File: src/rtl/serial_adder_ctrl_pkg.sv
// Shared definitions for the bit-serial adder: FSM state encoding and default width.
package serial_adder_ctrl_pkg;

    localparam int DEFAULT_WIDTH = 8;

    typedef enum logic [1:0] {
        ST_IDLE = 2'b00,
        ST_RUN  = 2'b01,
        ST_DONE = 2'b10
    } state_e;

endpackage

File: src/rtl/serial_adder_ctrl_full_adder.sv
// One-bit combinational full adder used by the serial adder datapath.
module full_adder (
    input  logic a,
    input  logic b,
    input  logic cin,
    output logic s,
    output logic cout
);

    assign s    = a ^ b ^ cin;
    assign cout = (a & b) | (a & cin) | (b & cin);

endmodule

File: src/rtl/serial_adder_ctrl.sv
// Bit-serial adder: adds one operand bit per cycle, LSB first, through a single full adder.
module serial_adder_ctrl
    import serial_adder_ctrl_pkg::*;
#(
    parameter int WIDTH = DEFAULT_WIDTH
) (
    input  logic             clk,
    input  logic             rst,
    input  logic             start,
    input  logic [WIDTH-1:0] a,
    input  logic [WIDTH-1:0] b,
    input  logic             cin,
    output logic             busy,
    output logic             done,
    output logic [WIDTH-1:0] sum,
    output logic             cout,
    output logic             ovf
);

    localparam int CW = (WIDTH > 1) ? $clog2(WIDTH) : 1;
    localparam logic [CW-1:0] CNT_LAST = CW'(WIDTH - 1);
    localparam logic [CW-1:0] CNT_ONE  = CW'(1);

    state_e           state_r;
    state_e           state_s;
    logic             load_s;
    logic             shift_s;
    logic             last_s;
    logic [WIDTH-1:0] a_sr_r;
    logic [WIDTH-1:0] b_sr_r;
    logic [WIDTH-1:0] sum_r;
    logic             carry_r;
    logic             cout_r;
    logic             ovf_r;
    logic             busy_r;
    logic             done_r;
    logic [CW-1:0]    cnt_r;
    logic             fa_sum_s;
    logic             fa_cout_s;

    full_adder u_fa (
        .a    (a_sr_r[0]),
        .b    (b_sr_r[0]),
        .cin  (carry_r),
        .s    (fa_sum_s),
        .cout (fa_cout_s)
    );

    assign last_s = (cnt_r == CNT_LAST);

    // Next-state decode plus load/shift strobes for the datapath
    always_comb begin
        state_s = state_r;
        load_s  = 1'b0;
        shift_s = 1'b0;
        case (state_r)
            ST_IDLE, ST_DONE: begin
                if (start) begin
                    state_s = ST_RUN;
                    load_s  = 1'b1;
                end else begin
                    state_s = ST_IDLE;
                end
            end
            ST_RUN: begin
                shift_s = 1'b1;
                if (last_s) begin
                    state_s = ST_DONE;
                end else begin
                    state_s = ST_RUN;
                end
            end
            default: begin
                state_s = ST_IDLE;
            end
        endcase
    end

    // State register with status flags registered from the next state
    always_ff @(posedge clk or posedge rst) begin
        if (rst) begin
            state_r <= ST_IDLE;
            busy_r  <= 1'b0;
            done_r  <= 1'b0;
        end else begin
            state_r <= state_s;
            busy_r  <= (state_s == ST_RUN);
            done_r  <= (state_s == ST_DONE);
        end
    end

    // Operand shift registers, carry, bit counter and result registers
    always_ff @(posedge clk or posedge rst) begin
        if (rst) begin
            a_sr_r  <= '0;
            b_sr_r  <= '0;
            sum_r   <= '0;
            carry_r <= 1'b0;
            cout_r  <= 1'b0;
            ovf_r   <= 1'b0;
            cnt_r   <= '0;
        end else if (load_s) begin
            a_sr_r  <= a;
            b_sr_r  <= b;
            carry_r <= cin;
            cnt_r   <= '0;
        end else if (shift_s) begin
            a_sr_r  <= {1'b0, a_sr_r[WIDTH-1:1]};
            b_sr_r  <= {1'b0, b_sr_r[WIDTH-1:1]};
            sum_r   <= {fa_sum_s, sum_r[WIDTH-1:1]};
            carry_r <= fa_cout_s;
            cnt_r   <= cnt_r + CNT_ONE;
            // On the MSB cycle carry_r is the carry into the MSB
            if (last_s) begin
                cout_r <= fa_cout_s;
                ovf_r  <= carry_r ^ fa_cout_s;
            end
        end
    end

    assign busy = busy_r;
    assign done = done_r;
    assign sum  = sum_r;
    assign cout = cout_r;
    assign ovf  = ovf_r;

endmodule

File: config.mk
export PLATFORM = sky130hd
export DESIGN_NAME = serial_adder_ctrl
export DESIGN_NICKNAME = d
export VERILOG_FILES = /design/src/rtl/serial_adder_ctrl_pkg.sv /design/src/rtl/serial_adder_ctrl_full_adder.sv /design/src/rtl/serial_adder_ctrl.sv
export SDC_FILE = /design/constraint.sdc
export NUM_CORES = 1
export LEC_CHECK = 0
export CELL_PAD_IN_SITES_DETAIL_PLACEMENT = 1
export CELL_PAD_IN_SITES_GLOBAL_PLACEMENT = 2
export CORE_MARGIN = 8
export CORE_UTILIZATION = 32
export CTS_BUF_LIST = sky130_fd_sc_hd__clkbuf_4 sky130_fd_sc_hd__clkbuf_8
export CTS_CLUSTER_SIZE = 14
export DETAILED_ROUTE_END_ITERATION = 8
export HOLD_SLACK_MARGIN = 0.08
export PLACE_DENSITY_LB_ADDON = 0.1
export SYNTH_ARGS = -nofsm -noshare
export SYNTH_HDL_FRONTEND = slang
export SYNTH_SLANG_ARGS = --single-unit
File: constraint.sdc
create_clock -name clk -period 1.8 [get_ports clk]
set_input_delay 0.27 -clock clk [delete_from_list [all_inputs] [get_ports clk]]
set_output_delay 0.27 -clock clk [all_outputs]
set_load 0.05 [all_outputs]
==> impl_metrics.yaml, run 1 <==
placement:
  port_buffers: 31
  place_congestion: 0.742
  dp_hpwl_mm: 2.48
  place_ws_ns: 0.259
  dp.cells: 227
power_and_ir_drop:
  p_leak_nw: 0.878
  power_density_nw_per_um2: 1930
  irDropWorstVdd_mv: 0.542
floorplanning:
  start_util: 0.325
  core_um2: 4600
  die_h_um: 84.3
  io_pins: 32
  die_w_um: 84.3
  rows: 25
  dieArea_um2: 7110
setup_path:
  worst_setup_path_end_kind: "output pin"
  cp_cell_sequence: "clkdlybuf4s50_1"
  cpLargestDelayFamily: "buffers and inverters"
  path_buf_inv: 1
  cp_data_required_time_ns: 1.53
  slowest_stage: "clkdlybuf4s50_1"
  critPathMaxStageDelay_ns: 0.81
  path_max_fanout: 3
  reg2reg_from: "state_r[0]$_DFF_PP0_"
  cp.depth: 1
  rrSetupSlack_ns: 0.25
  r2r-end: "b_sr_r[6]$_DFFE_PP0P_"
  worstSetupPathType: "flop to output pin"
  arrival_ns: 1.47
  cp-start-kind: "flop"
  r2r_cells: 4
grt:
  overflow: 0
  grt.total_usage: 0.102
  grt_pass1_wl_mm: 5.97
  antenna_found_initial: 0
  grt_max_degree: 35
  grt_pass1_vias: 1269
timing:
  setup_violations: 0
  skew_ns: 0.00486
  fin_setup_tns_ns: 0
  hold_viol_final: 0
  finalCritPeriodShare: 0.968
  slew_viol_final: 0
  max_freq_mhz: 574
  fin_crit_ns: 1.74
  timing.final.ws_setup_ns: 0.0584
  rsz0062_at_grt: "false"
  relSlewSlack: 0.669
  worst_pin_slew_ns: 0.495
route:
  drc_errors: 0
  drtPass1Iterations: 4
  post_drt_wl_per_cell_um: 14.6
  drtAntennaViolNets: 0
  routed_via_density: 4.92
  vias: 1156
  drt_iter0_drc: 49
  routed_wl_mm: 3.43
finish:
  final_cells: 235
  layout-drive-gt1-share: 0.160
  diodes: 0
  mostFrequentLayoutCell: "dfrtp_1"
  layout_common_cells: "dfrtp_1 (34), nand2_1 (25), clkdlybuf4s50_1 (22)"
  num-nets-final: 203
  fill_cells: 519
  syn2layout_area_growth_pct: 29.3
logic_synthesis:
  synth_warnings: 0
  synth_async_sr_flop_share: 1.00
  syn_inst: 144
  synth_flop_cell: "dfrtp_1"
  synth_edf_count: 0
  synth_top_area_cell: "dfrtp_1"
  synth_seq_area_share: 0.570
  synth_cell_type_count: 27
  yosys-top-cells-area: "dfrtp_1 (57%), nand2_1 (6.3%), o22ai_1 (4.6%)"
  ys_seq_elements: 34
  synth_top_area_share: 0.570
  syn_area_per_cell_um2: 10.4
  syn_nets: 167
  netlist_area_um2: 1490
flow_run:
  drv_cap: 0
clocking:
  tritoncts: "yes"
  cts-root-buf: "clkbuf_8"
  cts_sinks: 34
  numCtsBuffers: 5
  htreeDepth: 2
  insertion_delay_ns: 0.29
  cts_max_path_buffers: 2
  cts_resized: 0
  clk_pin_slew_ns: 0.07
  cts_hold_buf: 0
  postCtsSetupRepairBufs: 0
run_status:
  outcome: "finished, final reports clean"
worst_hold_path:
  hold_path.class: "primary input to asynchronous set/reset pin"
[final cells by class]
class / instances / area, um2 / share of cell area
clock buffer: 7 / 90.1 / 0.0467
sequential: 34 / 851 / 0.441
inverter: 3 / 11.3 / 0.00583
multi-input combinational: 97 / 558 / 0.289
timing repair buffer: 39 / 348 / 0.180
tap: 54 / 67.6 / 0.0350
clock inverter: 1 / 5.00 / 0.00259
[stage by stage]
| step | total power, mW | utilization | cell area, um2 | hold slack, ns |
|---|---|---|---|---|
| after floorplan | 2.68 | - | 1490 | 0.410 |
| after global placement | 3.13 | 0.399 | 1840 | 0.461 |
| after detailed placement | 3.19 | 0.399 | 1840 | 0.471 |
| after CTS | 3.80 | 0.420 | 1930 | 0.408 |
| after global routing | 4.03 | 0.420 | 1930 | 0.444 |
| final | 3.73 | 0.420 | 1930 | 0.388 |
[tightest hold or removal path, cell delays in order]
cell and delay, ns:
clkdlybuf4s50_1 0.40, inv_1 0.05, buf_4 0.38
[report_power, final]
group / switching [mW] / leakage [nW] / internal, mW / total (mW)
logic: 1.03 / 0.413 / 0.711 / 1.74
clock network: 0.271 / 0.0517 / 0.323 / 0.595
registers: 0.273 / 0.413 / 1.12 / 1.39
total: 1.57 / 0.878 / 2.16 / 3.73
[layer usage]
metal	up-vias	global-route usage	wire (um)
li1	561	-	-
met1	564	0.120	1600
met2	24	0.162	1570
met3	7	0.0445	218
met4	0	0.0330	43
met5	-	0	0
[state kept, by name, indices dropped and copies added, names as in the netlist]
name	cells
busy	1
ovf	1
carry_r	1
b_sr_r	8
done	1
cnt_r	3
a_sr_r	8
sum	8
cout	1
state_r	2
[cell usage after synthesis (2+ instances only)]
cell / instances
a211oi_1: 3
a21oi_1: 3
a22o_1: 3
buf_2: 4
buf_4: 2
buf_6: 3
dfrtp_1: 34
ha_1: 2
inv_1: 3
mux2_2: 2
mux2i_1: 4
nand2_1: 25
nand2b_1: 2
nand3_1: 2
nor2_1: 14
nor2b_1: 3
nor3_1: 12
o21ai_0: 3
o21ai_1: 2
o22ai_1: 11
[cell families after synthesis]
logic type               synth area share
flip-flops                          0.570
AO/OA/AOI/OAI                       0.114
XOR/XNOR                          0.00587
multiplexers                       0.0419
buffers and inverters              0.0562
adder cells (fa/ha/maj)            0.0302
AND/OR/NAND/NOR                     0.182
[worst max path at each step]
stage,startpoint,to,slack (ns)
6_report,sum[5]$_DFFE_PP0N_,sum[5],0.06
3_5_place_dp,state_r[0]$_DFF_PP0_,b_sr_r[6]$_DFFE_PP0P_,0.26
5_1_grt,sum[5]$_DFFE_PP0N_,sum[5],0.01
4_1_cts,sum[5]$_DFFE_PP0N_,sum[5],0.04
2_1_floorplan,cnt_r[0]$_DFFE_PP0P_,cout$_DFFE_PP0P_,0.44
3_3_place_gp,state_r[0]$_DFF_PP0_,b_sr_r[6]$_DFFE_PP0P_,0.31
(Power assumes the default switching activity.)
==> run 2: changes to the inputs <==
--- a/config.mk
+++ b/config.mk
@@ -12,6 +12,7 @@
 export CTS_BUF_LIST = sky130_fd_sc_hd__clkbuf_4 sky130_fd_sc_hd__clkbuf_8
 export CTS_CLUSTER_SIZE = 14
 export DETAILED_ROUTE_END_ITERATION = 8
+export GPL_TIMING_DRIVEN = 0
 export HOLD_SLACK_MARGIN = 0.08
 export PLACE_DENSITY_LB_ADDON = 0.1
 export SYNTH_ARGS = -nofsm -noshare
==> impl_metrics.yaml, run 2 (synthesis gave the netlist of run 1 again) <==
run_status:
  outcome: "finished, final reports clean"
timing:
  max_freq_mhz: 576
  finalCritPeriodShare: 0.965
  timing.final.ws_setup_ns: 0.0629
  worst_pin_slew_ns: 0.718
  skew_ns: 0.00513
  hold_viol_final: 0
  fin_crit_ns: 1.74
  hold_slack_ns: 0.365
  relSlewSlack: 0.520
  rsz0062_at_grt: "false"
  setup_violations: 0
  slew_viol_final: 0
route:
  routed_wl_mm: 3.49
  drtAntennaViolNets: 0
  drtPass1Iterations: 4
  routed_via_density: 4.97
  vias: 1164
  post_drt_wl_per_cell_um: 14.9
  drc_errors: 0
  drt_iter0_drc: 20
floorplanning:
  die_h_um: 84.3
  rows: 25
  start_util: 0.325
  core_um2: 4600
  io_pins: 32
  dieArea_um2: 7110
  die_w_um: 84.3
placement:
  place_congestion: 0.692
  place_area_um2: 1860
  place_ws_ns: -0.0815
  port_buffers: 30
  dp_hpwl_mm: 2.56
setup_path:
  rrSetupSlack_ns: 0.33
  arrival_ns: 1.47
  cp_cell_sequence: "clkdlybuf4s50_1"
  worstSetupPathType: "flop to output pin"
  cp-start-kind: "flop"
  worst_setup_path_end_kind: "output pin"
  slowest_stage: "clkdlybuf4s50_1"
  critPathMaxStageDelay_ns: 0.82
  cp_data_required_time_ns: 1.53
  path_max_fanout: 3
  path_buf_inv: 1
  cpLargestDelayFamily: "buffers and inverters"
clocking:
  cts_max_path_buffers: 2
  cts_resized: 0
  tritoncts: "yes"
  cts_sinks: 34
  cts-root-buf: "clkbuf_8"
  insertion_delay_ns: 0.28
  postCtsSetupRepairBufs: 0
  cts_hold_buf: 0
  clk_pin_slew_ns: 0.07
  htreeDepth: 2
  numCtsBuffers: 5
grt:
  grt_pass1_wl_mm: 6.12
  grt_pass1_vias: 1263
  grt.total_usage: 0.106
  antenna_found_initial: 0
  overflow: 0
  grt_max_degree: 35
finish:
  num-nets-final: 204
  mostFrequentLayoutCell: "dfrtp_1"
  diodes: 0
  stdcell_area_um2: 1950
  fill_cells: 524
  layout-drive-gt1-share: 0.111
  layout_common_cells: "dfrtp_1 (34), clkdlybuf4s50_1 (28), nand2_1 (25)"
  syn2layout_area_growth_pct: 30.5
flow_run:
  drv_cap: 0
power_and_ir_drop:
  p_leak_nw: 0.883
  power_density_nw_per_um2: 1930
  irDropWorstVdd_mv: 0.520
worst_hold_path:
  hold_path.class: "primary input to flop"
[run 2: path summary, 6_finish.rpt]
kind,start,endpoint,depth (start not counted)
min in group asynchronous,rst,done$_DFF_PP0_,2
worst max-delay path,sum[7]$_DFFE_PP0N_,sum[7],1
worst max register to register,cnt_r[0]$_DFFE_PP0P_,cout$_DFFE_PP0P_,4
worst min register to register,sum[0]$_DFFE_PP0N_,sum[0]$_DFFE_PP0N_,2
worst min-delay path,start,carry_r$_DFFE_PP0P_,3
max in group asynchronous,rst,b_sr_r[3]$_DFFE_PP0P_,2
[run 2: cell type report]
class	instances	area (um2)	share of cell area
Sequential cell	34	851	0.437
Buffer	10	72.6	0.0373
Tap cell	54	67.6	0.0347
Inverter	3	11.3	0.00578
Timing Repair Buffer	30	305	0.157
Clock buffer	6	82.6	0.0424
Multi-Input combinational cell	97	558	0.286
[run 2: where the power goes]
group / internal, mW / total, mW / switching, mW / leakage, nW
clock: 0.295 / 0.552 / 0.258 / 0.0431
combinational: 0.758 / 1.84 / 1.09 / 0.427
sequential: 1.12 / 1.36 / 0.234 / 0.413
[run 2: worst register-to-register path, stage by stage, from the launching register on]
cell	delay [ns]
dfrtp_1	0.40
ha_1	0.21
ha_1	0.21
nand3b_1	0.19
mux2_2	0.36
[run 2: through the flow]
| stage | util | setup TNS, ns | power (mW) | std cells |
|---|---|---|---|---|
| 6_report | 0.424 | 0 | 3.75 | 234 |
| 3_5_place_dp | 0.405 | -2.71 | 3.26 | 228 |
| 5_1_grt | 0.424 | 0 | 4.08 | 234 |
| 3_3_place_gp | 0.405 | -1.68 | 3.18 | 228 |
| 2_1_floorplan | - | 0 | 2.68 | 144 |
| 4_1_cts | 0.423 | 0 | 3.84 | 234 |
[run 2: routing by layer]
metal | wire length, um | vias to the layer above | global-route usage
met1 | 1570 | 569 | 0.127
li1 | - | 564 | -
met2 | 1670 | 24 | 0.163
met4 | 55 | 0 | 0.0377
met3 | 203 | 7 | 0.0474
met5 | 0 | - | 0
